--- src/rtl/wb_periph_pkg.sv ---
// wb_periph_pkg: register map, field positions and encodings shared by the Wishbone peripheral controller.
package wb_periph_pkg;

    typedef enum logic [1:0] {
        SYS_UART  = 2'b00,
        SYS_SPI   = 2'b01,
        SYS_HACK  = 2'b10,
        SYS_RISCV = 2'b11
    } sys_sel_t;

    typedef enum logic [1:0] {
        ST_IDLE,
        ST_ACK,
        ST_HOLD
    } bus_state_t;

    // word offsets, compared against adr[7:2]
    localparam logic [5:0] OFF_CTRL     = 6'h00;
    localparam logic [5:0] OFF_CMD      = 6'h01;
    localparam logic [5:0] OFF_DATA     = 6'h02;
    localparam logic [5:0] OFF_STATUS   = 6'h03;
    localparam logic [5:0] OFF_IRQ_EN   = 6'h04;
    localparam logic [5:0] OFF_IRQ_STAT = 6'h05;

    localparam int CTRL_SYS_SEL   = 0;
    localparam int CTRL_PARITYEN  = 2;
    localparam int CTRL_PARITYODD = 3;
    localparam int CTRL_CLK_RATIO = 8;

    localparam int CMD_START_TX  = 0;
    localparam int CMD_START_RX  = 1;
    localparam int CMD_START_SPI = 2;

endpackage

--- src/rtl/wb_periph_if.sv ---
// wb_periph_if: Wishbone classic bus between a master and the peripheral controller.
interface wb_periph_if;
    logic        wbs_cyc_i;
    logic        wbs_stb_i;
    logic        wbs_we_i;
    logic [3:0]  wbs_sel_i;
    logic [31:0] wbs_adr_i;
    logic [31:0] wbs_dat_i;
    logic        wbs_ack_o;
    logic [31:0] wbs_dat_o;

    modport master (
        output wbs_cyc_i, wbs_stb_i, wbs_we_i, wbs_sel_i, wbs_adr_i, wbs_dat_i,
        input  wbs_ack_o, wbs_dat_o
    );

    modport slave (
        input  wbs_cyc_i, wbs_stb_i, wbs_we_i, wbs_sel_i, wbs_adr_i, wbs_dat_i,
        output wbs_ack_o, wbs_dat_o
    );
endinterface

--- src/rtl/wb_periph_irq.sv ---
// wb_periph_irq: status rising-edge capture into write-1-to-clear IRQ_STAT, IRQ_EN mask and registered irq.
module wb_periph_irq #(
    parameter int STATUS_W = 8
) (
    input  logic                clock,
    input  logic                reset_n,
    input  logic [STATUS_W-1:0] status_i,
    input  logic                en_we,
    input  logic                clr_we,
    input  logic [STATUS_W-1:0] wdata,
    output logic [STATUS_W-1:0] irq_en,
    output logic [STATUS_W-1:0] irq_stat,
    output logic                irq_o
);
    logic [STATUS_W-1:0] prev;
    logic [STATUS_W-1:0] rise;
    logic                primed;

    // the first clock after reset only loads prev, so levels already high are not edges
    assign rise = status_i & ~prev & {STATUS_W{primed}};

    always_ff @(posedge clock or negedge reset_n) begin
        if (!reset_n) begin
            prev     <= '0;
            primed   <= 1'b0;
            irq_en   <= '0;
            irq_stat <= '0;
            irq_o    <= 1'b0;
        end else begin
            prev     <= status_i;
            primed   <= 1'b1;
            irq_en   <= en_we ? wdata : irq_en;
            irq_stat <= (irq_stat & ~(clr_we ? wdata : '0)) | rise;
            irq_o    <= |(irq_stat & irq_en);
        end
    end
endmodule

--- src/rtl/wb_periph_ctrl.sv ---
// wb_periph_ctrl: Wishbone register block for UART/SPI control, FIFO access and status.
// Define WB_PERIPH_IRQ_EN to build IRQ_EN/IRQ_STAT and the interrupt output.
module wb_periph_ctrl
    import wb_periph_pkg::*;
#(
    parameter logic [31:0] BASE_ADDR = 32'h3000_0000,
    parameter int          STATUS_W  = 8
) (
    input  logic                clock,
    input  logic                reset_n,
    wb_periph_if.slave          wbs,
    output logic [1:0]          sys_sel_o,
    output logic [7:0]          clk_ratio_o,
    output logic                parityen_o,
    output logic                parityodd_o,
    output logic                start_tx_o,
    output logic                start_rx_o,
    output logic                start_spi_o,
    output logic                fifo_wren_o,
    output logic                fifo_rden_o,
    output logic [31:0]         wdata_o,
    input  logic [31:0]         rdata_i,
    input  logic [STATUS_W-1:0] status_i,
    output logic                irq_o
);
    bus_state_t  state, state_nxt;
    logic        strobe, req, hit, acc_wr, acc_rd;
    logic [5:0]  off;
    logic [31:0] ctrl_word, rd_data;
    logic        unused_bits;

    assign strobe      = wbs.wbs_cyc_i & wbs.wbs_stb_i;
    assign req         = strobe && wbs.wbs_adr_i[31:8] == BASE_ADDR[31:8];
    assign off         = wbs.wbs_adr_i[7:2];
    assign acc_wr      = hit & wbs.wbs_we_i;
    assign acc_rd      = hit & ~wbs.wbs_we_i;
    assign unused_bits = ^{wbs.wbs_adr_i[1:0], wbs.wbs_sel_i[3:2]};

    always_ff @(posedge clock or negedge reset_n) begin
        if (!reset_n) state <= ST_IDLE;
        else state <= state_nxt;
    end

    // a served strobe must be released before another access is accepted
    always_comb begin
        state_nxt = (state == ST_IDLE) ? (req ? ST_ACK : ST_IDLE) : (strobe ? ST_HOLD : ST_IDLE);
    end

    always_comb begin
        hit           = req && state == ST_IDLE;
        wbs.wbs_ack_o = state == ST_ACK;
    end

    always_comb begin
        ctrl_word                           = '0;
        ctrl_word[CTRL_SYS_SEL +: 2]        = sys_sel_o;
        ctrl_word[CTRL_PARITYEN]            = parityen_o;
        ctrl_word[CTRL_PARITYODD]           = parityodd_o;
        ctrl_word[CTRL_CLK_RATIO +: 8]      = clk_ratio_o;
    end

`ifdef WB_PERIPH_IRQ_EN
    logic [STATUS_W-1:0] irq_en, irq_stat;

    wb_periph_irq #(.STATUS_W(STATUS_W)) u_irq (
        .clock    (clock),
        .reset_n  (reset_n),
        .status_i (status_i),
        .en_we    (acc_wr && off == OFF_IRQ_EN),
        .clr_we   (acc_wr && off == OFF_IRQ_STAT),
        .wdata    (wbs.wbs_dat_i[STATUS_W-1:0]),
        .irq_en   (irq_en),
        .irq_stat (irq_stat),
        .irq_o    (irq_o)
    );

    always_comb begin
        rd_data = (off == OFF_CTRL)     ? ctrl_word :
                  (off == OFF_DATA)     ? rdata_i :
                  (off == OFF_STATUS)   ? 32'(status_i) :
                  (off == OFF_IRQ_EN)   ? 32'(irq_en) :
                  (off == OFF_IRQ_STAT) ? 32'(irq_stat) : '0;
    end
`else
    assign irq_o = 1'b0;

    always_comb begin
        rd_data = (off == OFF_CTRL)   ? ctrl_word :
                  (off == OFF_DATA)   ? rdata_i :
                  (off == OFF_STATUS) ? 32'(status_i) : '0;
    end
`endif

    always_ff @(posedge clock or negedge reset_n) begin
        if (!reset_n) begin
            wbs.wbs_dat_o <= '0;
            sys_sel_o     <= SYS_UART;
            clk_ratio_o   <= '0;
            parityen_o    <= 1'b0;
            parityodd_o   <= 1'b0;
            start_tx_o    <= 1'b0;
            start_rx_o    <= 1'b0;
            start_spi_o   <= 1'b0;
            fifo_wren_o   <= 1'b0;
            fifo_rden_o   <= 1'b0;
            wdata_o       <= '0;
        end else begin
            wbs.wbs_dat_o <= hit ? (wbs.wbs_we_i ? '0 : rd_data) : wbs.wbs_dat_o;
            start_tx_o    <= acc_wr && off == OFF_CMD && wbs.wbs_dat_i[CMD_START_TX];
            start_rx_o    <= acc_wr && off == OFF_CMD && wbs.wbs_dat_i[CMD_START_RX];
            start_spi_o   <= acc_wr && off == OFF_CMD && wbs.wbs_dat_i[CMD_START_SPI];
            fifo_wren_o   <= acc_wr && off == OFF_DATA;
            fifo_rden_o   <= acc_rd && off == OFF_DATA;
            wdata_o       <= (acc_wr && off == OFF_DATA) ? wbs.wbs_dat_i : wdata_o;
            if (acc_wr && off == OFF_CTRL && wbs.wbs_sel_i[0]) begin
                sys_sel_o   <= wbs.wbs_dat_i[CTRL_SYS_SEL +: 2];
                parityen_o  <= wbs.wbs_dat_i[CTRL_PARITYEN];
                parityodd_o <= wbs.wbs_dat_i[CTRL_PARITYODD];
            end
            if (acc_wr && off == OFF_CTRL && wbs.wbs_sel_i[1]) clk_ratio_o <= wbs.wbs_dat_i[CTRL_CLK_RATIO +: 8];
        end
    end
endmodule

--- src/flat_wrapper.sv ---
// flat-port wrapper written by rule: the top's interface ports become plain ports
module wb_periph_ctrl_flat import wb_periph_pkg::*;
#(
    parameter logic [31:0] BASE_ADDR = 32'h3000_0000,
    parameter int          STATUS_W  = 8
)
  (clock, reset_n, sys_sel_o, clk_ratio_o, parityen_o, parityodd_o, start_tx_o, start_rx_o, start_spi_o, fifo_wren_o, fifo_rden_o, wdata_o, rdata_i, status_i, irq_o, wbs_wbs_cyc_i, wbs_wbs_stb_i, wbs_wbs_we_i, wbs_wbs_sel_i, wbs_wbs_adr_i, wbs_wbs_dat_i, wbs_wbs_ack_o, wbs_wbs_dat_o);
  wb_periph_if wbs_i ();
  input  logic clock;
  input  logic reset_n;
  output logic [1:0] sys_sel_o;
  output logic [7:0] clk_ratio_o;
  output logic parityen_o;
  output logic parityodd_o;
  output logic start_tx_o;
  output logic start_rx_o;
  output logic start_spi_o;
  output logic fifo_wren_o;
  output logic fifo_rden_o;
  output logic [31:0] wdata_o;
  input  logic [31:0] rdata_i;
  input  logic [STATUS_W-1:0] status_i;
  output logic irq_o;
  input wire logic [$bits(wbs_i.wbs_cyc_i)-1:0] wbs_wbs_cyc_i;
  input wire logic [$bits(wbs_i.wbs_stb_i)-1:0] wbs_wbs_stb_i;
  input wire logic [$bits(wbs_i.wbs_we_i)-1:0] wbs_wbs_we_i;
  input wire logic [$bits(wbs_i.wbs_sel_i)-1:0] wbs_wbs_sel_i;
  input wire logic [$bits(wbs_i.wbs_adr_i)-1:0] wbs_wbs_adr_i;
  input wire logic [$bits(wbs_i.wbs_dat_i)-1:0] wbs_wbs_dat_i;
  output wire logic [$bits(wbs_i.wbs_ack_o)-1:0] wbs_wbs_ack_o;
  output wire logic [$bits(wbs_i.wbs_dat_o)-1:0] wbs_wbs_dat_o;
  assign wbs_i.wbs_cyc_i = wbs_wbs_cyc_i;
  assign wbs_i.wbs_stb_i = wbs_wbs_stb_i;
  assign wbs_i.wbs_we_i = wbs_wbs_we_i;
  assign wbs_i.wbs_sel_i = wbs_wbs_sel_i;
  assign wbs_i.wbs_adr_i = wbs_wbs_adr_i;
  assign wbs_i.wbs_dat_i = wbs_wbs_dat_i;
  assign wbs_wbs_ack_o = wbs_i.wbs_ack_o;
  assign wbs_wbs_dat_o = wbs_i.wbs_dat_o;
  wb_periph_ctrl #(.BASE_ADDR(BASE_ADDR), .STATUS_W(STATUS_W)) u_core (.clock(clock), .reset_n(reset_n), .wbs(wbs_i), .sys_sel_o(sys_sel_o), .clk_ratio_o(clk_ratio_o), .parityen_o(parityen_o), .parityodd_o(parityodd_o), .start_tx_o(start_tx_o), .start_rx_o(start_rx_o), .start_spi_o(start_spi_o), .fifo_wren_o(fifo_wren_o), .fifo_rden_o(fifo_rden_o), .wdata_o(wdata_o), .rdata_i(rdata_i), .status_i(status_i), .irq_o(irq_o));
endmodule
--- config.mk ---
export PLATFORM = sky130hd
export DESIGN_NAME = wb_periph_ctrl_flat
export DESIGN_NICKNAME = d
export VERILOG_FILES = /design/src/rtl/wb_periph_pkg.sv /design/src/rtl/wb_periph_if.sv /design/src/rtl/wb_periph_irq.sv /design/src/rtl/wb_periph_ctrl.sv /design/src/flat_wrapper.sv
export SDC_FILE = /design/constraint.sdc
export NUM_CORES = 1
export LEC_CHECK = 0
export CAP_MARGIN = 10
export CORE_ASPECT_RATIO = 1.5
export CORE_MARGIN = 1
export CORE_UTILIZATION = 39
export DETAILED_ROUTE_END_ITERATION = 16
export PLACE_DENSITY = 0.78
export SLEW_MARGIN = 25
export SYNTH_ARGS = -nofsm -noshare
export SYNTH_HDL_FRONTEND = slang
export SYNTH_SLANG_ARGS = --single-unit
--- constraint.sdc ---
create_clock -name clock -period 2.2 [get_ports clock]
set_input_delay 0.22 -clock clock [delete_from_list [all_inputs] [get_ports clock]]
set_output_delay 0.22 -clock clock [all_outputs]
set_load 0.01 [all_outputs]
==> metrics <==
Setup crit start=wbs_wbs_adr_i[5]; Final TNS setup=0 ns; WL/cell=roughly 18 µm; RSZ-0062 raised after global routing=false; placed insts=562; Syn Area/Cell=between 10 and 15 µm²; vias in the first global route=3257; non-filler instance count after layout=578; CTS Buffer Depth=2; worst-margin pin slew=between 0.6 and 0.7 ns; Final Critical Period=2.08 ns; Final nets=approximately 580; Initial Utilization=a little over 40%; Crit. End Element=flip-flop; top cell type's share of synthesized area=58.2%; Sequential Area=2080 µm²; post-synthesis xor/xnor area fraction=0%; Final Skew=0.00310 ns; FFs w/ async S/R, synth=100%; ranking of synthesized cells by area=dfrtp_1 (58%), mux2_1 (11%), a22o_1 (3.9%); status=finished, final reports clean; peak fanout along the critical path=32; Crit Path Category=in -> reg; Post-Synth Adder-Cell Area=0%; Hold Vio Cnt, Final=0; Max-Cap Viols=0; clock-pin slew on the worst setup and hold paths=~0.060 ns; ant diodes=0; 1st-iter DRT viols=77; EDFF count, synth=0; Filler cells=657; Startpoint Class=input port; CP arrival=roughly 2.3 ns; PnR Total Power=about 3.2 mW; Slew headroom=58.3%; Total Routing Usage GR=23.3%; initial antenna violation count=0; DRT Wirelength=10500 µm; I/O Buffers=190; Final Cell Area=approximately 6000 µm²; reg-to-reg critical path startpoint=u_core.state[0]$_DFF_PN0_; area of the multi-input gates=around 1400 µm²; Area growth, synth to finish=68.9%; Fmax achieved=0.481 GHz; Die Area=9550 µm²; cell count after synthesis=254; pre-CTS WS=-0.235 ns; simple-gate portion of the synthesized area=9.85%; Sink Count=83; Post-CTS Setup Bufs=0; first-pass GRT wire length=16500 µm; mux cell area share after synthesis=17.0%; commonest register cell after synthesis=dfrtp_1; syn_nets=about 370; #FFs+latches synth=between 80 and 90; Ys Warns=0; GP Congestion=0.810; Finished Core Util=around two thirds; vias per std cell=5.12; Synth area leader=dfrtp_1; Die H=119 µm; Post-DP HPWL=8070 µm; CP Data Required Time=between 2 and 2.5 ns; chip width=80.1 µm; area post-placement=5760 µm²; CTS tree=yes; Leak Pwr=~2.7 nW; register area share after synthesis=between 50% and 60%; Num CTS Buffers=9; synthesized area=3570 µm²; vias=2958; htree depth=3; Final ANT Viol Nets=0; VDD IR max=between 0.0003 and 0.0004 V; final setup violation count=0; final worst slack=0.120 ns; share of cells above drive strength 1=roughly an eighth; Cell Rows=between 40 and 50; final slew viol count=0; Distinct cells, synth=38; power per cell area=525 nW/µm²; Core ar.=around 8900 µm²; global route overflow=0; largest net degree at the start of global routing=48; worst hold margin=0.447 ns; DR pass1 iterations=4; I/O pin count=around 200; Tcrit/Tclk final=94.6%; clk_lat worst skew=0.33 ns; largest family of logic cells by synthesized area=multiplexers; DR DRC count=0; Compound-Gate Fraction of Synth Area=between 10 and 15%; Root Buffer=clkbuf_16; Hold Path Class=in -> async
==> cells in the mapped netlist, types with 5 or more instances <==
library cell  number
dfrtp_1           83
mux2_1            35
a22o_1            16
a21oi_1           10
o21ai_0           10
o31ai_1           10
mux2_4             8
mux2i_1            8
clkbuf_1           7
a211oi_1           6
o2bb2ai_1          6
and4_1             5
nor2_1             5
==> worst paths after layout <==
check / endpoint / slack (ns) / depth (start not counted)
worst min-delay path: u_core.wdata_o[18]$_DFFE_PN0P_ / 0.45 / 2
worst max-delay path: u_core.wdata_o[23]$_DFFE_PN0P_ / 0.12 / 6
worst max register to register: u_core.wdata_o[23]$_DFFE_PN0P_ / 0.26 / 5
min in group clock: u_core.wbs.wbs_dat_o[8]$_DFFE_PN0N_ / 0.45 / 2
worst min register to register: u_core.wdata_o[17]$_DFFE_PN0P_ / 0.49 / 1
max in group asynchronous: u_core.parityen_o$_DFFE_PN0P_ / 1.11 / 3
==> worst max-delay path, cell delays in order <==
cell	delay [ns]
clkdlybuf4s50_1	0.42
or4_1	0.61
nor3_2	0.18
and4_1	0.27
buf_12	0.22
mux2_1	0.35
==> layout by cell type, fill, tap and decap left out, types with 2 or more instances in the layout <==
| cell type | instances |
|---|---|
| a22oi_1 | 2 |
| nor4_4 | 4 |
| and4_1 | 5 |
| a21oi_1 | 10 |
| nor4b_2 | 2 |
| o31ai_1 | 10 |
| a211oi_1 | 6 |
| o21ai_0 | 10 |
| buf_12 | 4 |
| inv_2 | 2 |
| mux2i_1 | 8 |
| nor3_1 | 2 |
| and3_1 | 3 |
| clkinv_2 | 3 |
| mux2_1 | 35 |
| nor4_2 | 4 |
| buf_4 | 20 |
| o2bb2ai_1 | 6 |
| dfrtp_1 | 83 |
| clkbuf_16 | 9 |
| mux2_4 | 8 |
| clkdlybuf4s50_1 | 189 |
| a22o_1 | 16 |
| nor2_1 | 5 |
| clkbuf_1 | 2 |
| inv_1 | 3 |
==> final cells by class <==
type                    count  area share [%]
well taps                 110            2.28
repair buffers            214            35.3
inverters                   5           0.311
clock buffers              12            4.09
flip-flops and latches     83            34.4
clock inverters             3           0.249
multi-input cells         151            23.3
==> flip-flops by register name, summed over array words and instances (netlist names), 2 cells and up <==
| name | count |
|---|---|
| u_core.wbs.wbs_dat_o | 32 |
| u_core.wdata_o | 32 |
| u_core.clk_ratio_o | 8 |
| u_core.state | 2 |
| u_core.sys_sel_o | 2 |
==> metal layers <==
layer  vias to the layer above  part of all wire [%]  track usage, %
li1                       1376                     -               -
met1                      1461                    36            25.6
met2                       103                    55            41.9
met3                        18                   5.9            5.59
met4                         0                   2.4            9.15
met5                         -                     0               0
==> logic make-up (layout without fill, tap and decap cells) <==
family,after synthesis,count (layout)
mux,52,52
flops,83,83
compound gates,61,61
simple gates,37,37
other cells,1,1
buf+inv,20,234
==> repair_timing <==
action	in CTS	in global routing
hold buffers	1	0
gates resized for setup	0	0
endpoints found under the hold margin	46	0
==> power breakdown <==
group	internal, mW	leakage, nW	switching [mW]	total, mW
logic	0.198	1.41	0.101	0.299
clock network	0.783	0.132	0.560	1.34
registers	1.53	1.16	0.000000136	1.53
total	2.51	2.71	0.662	3.17
(Power assumes the default switching activity.)
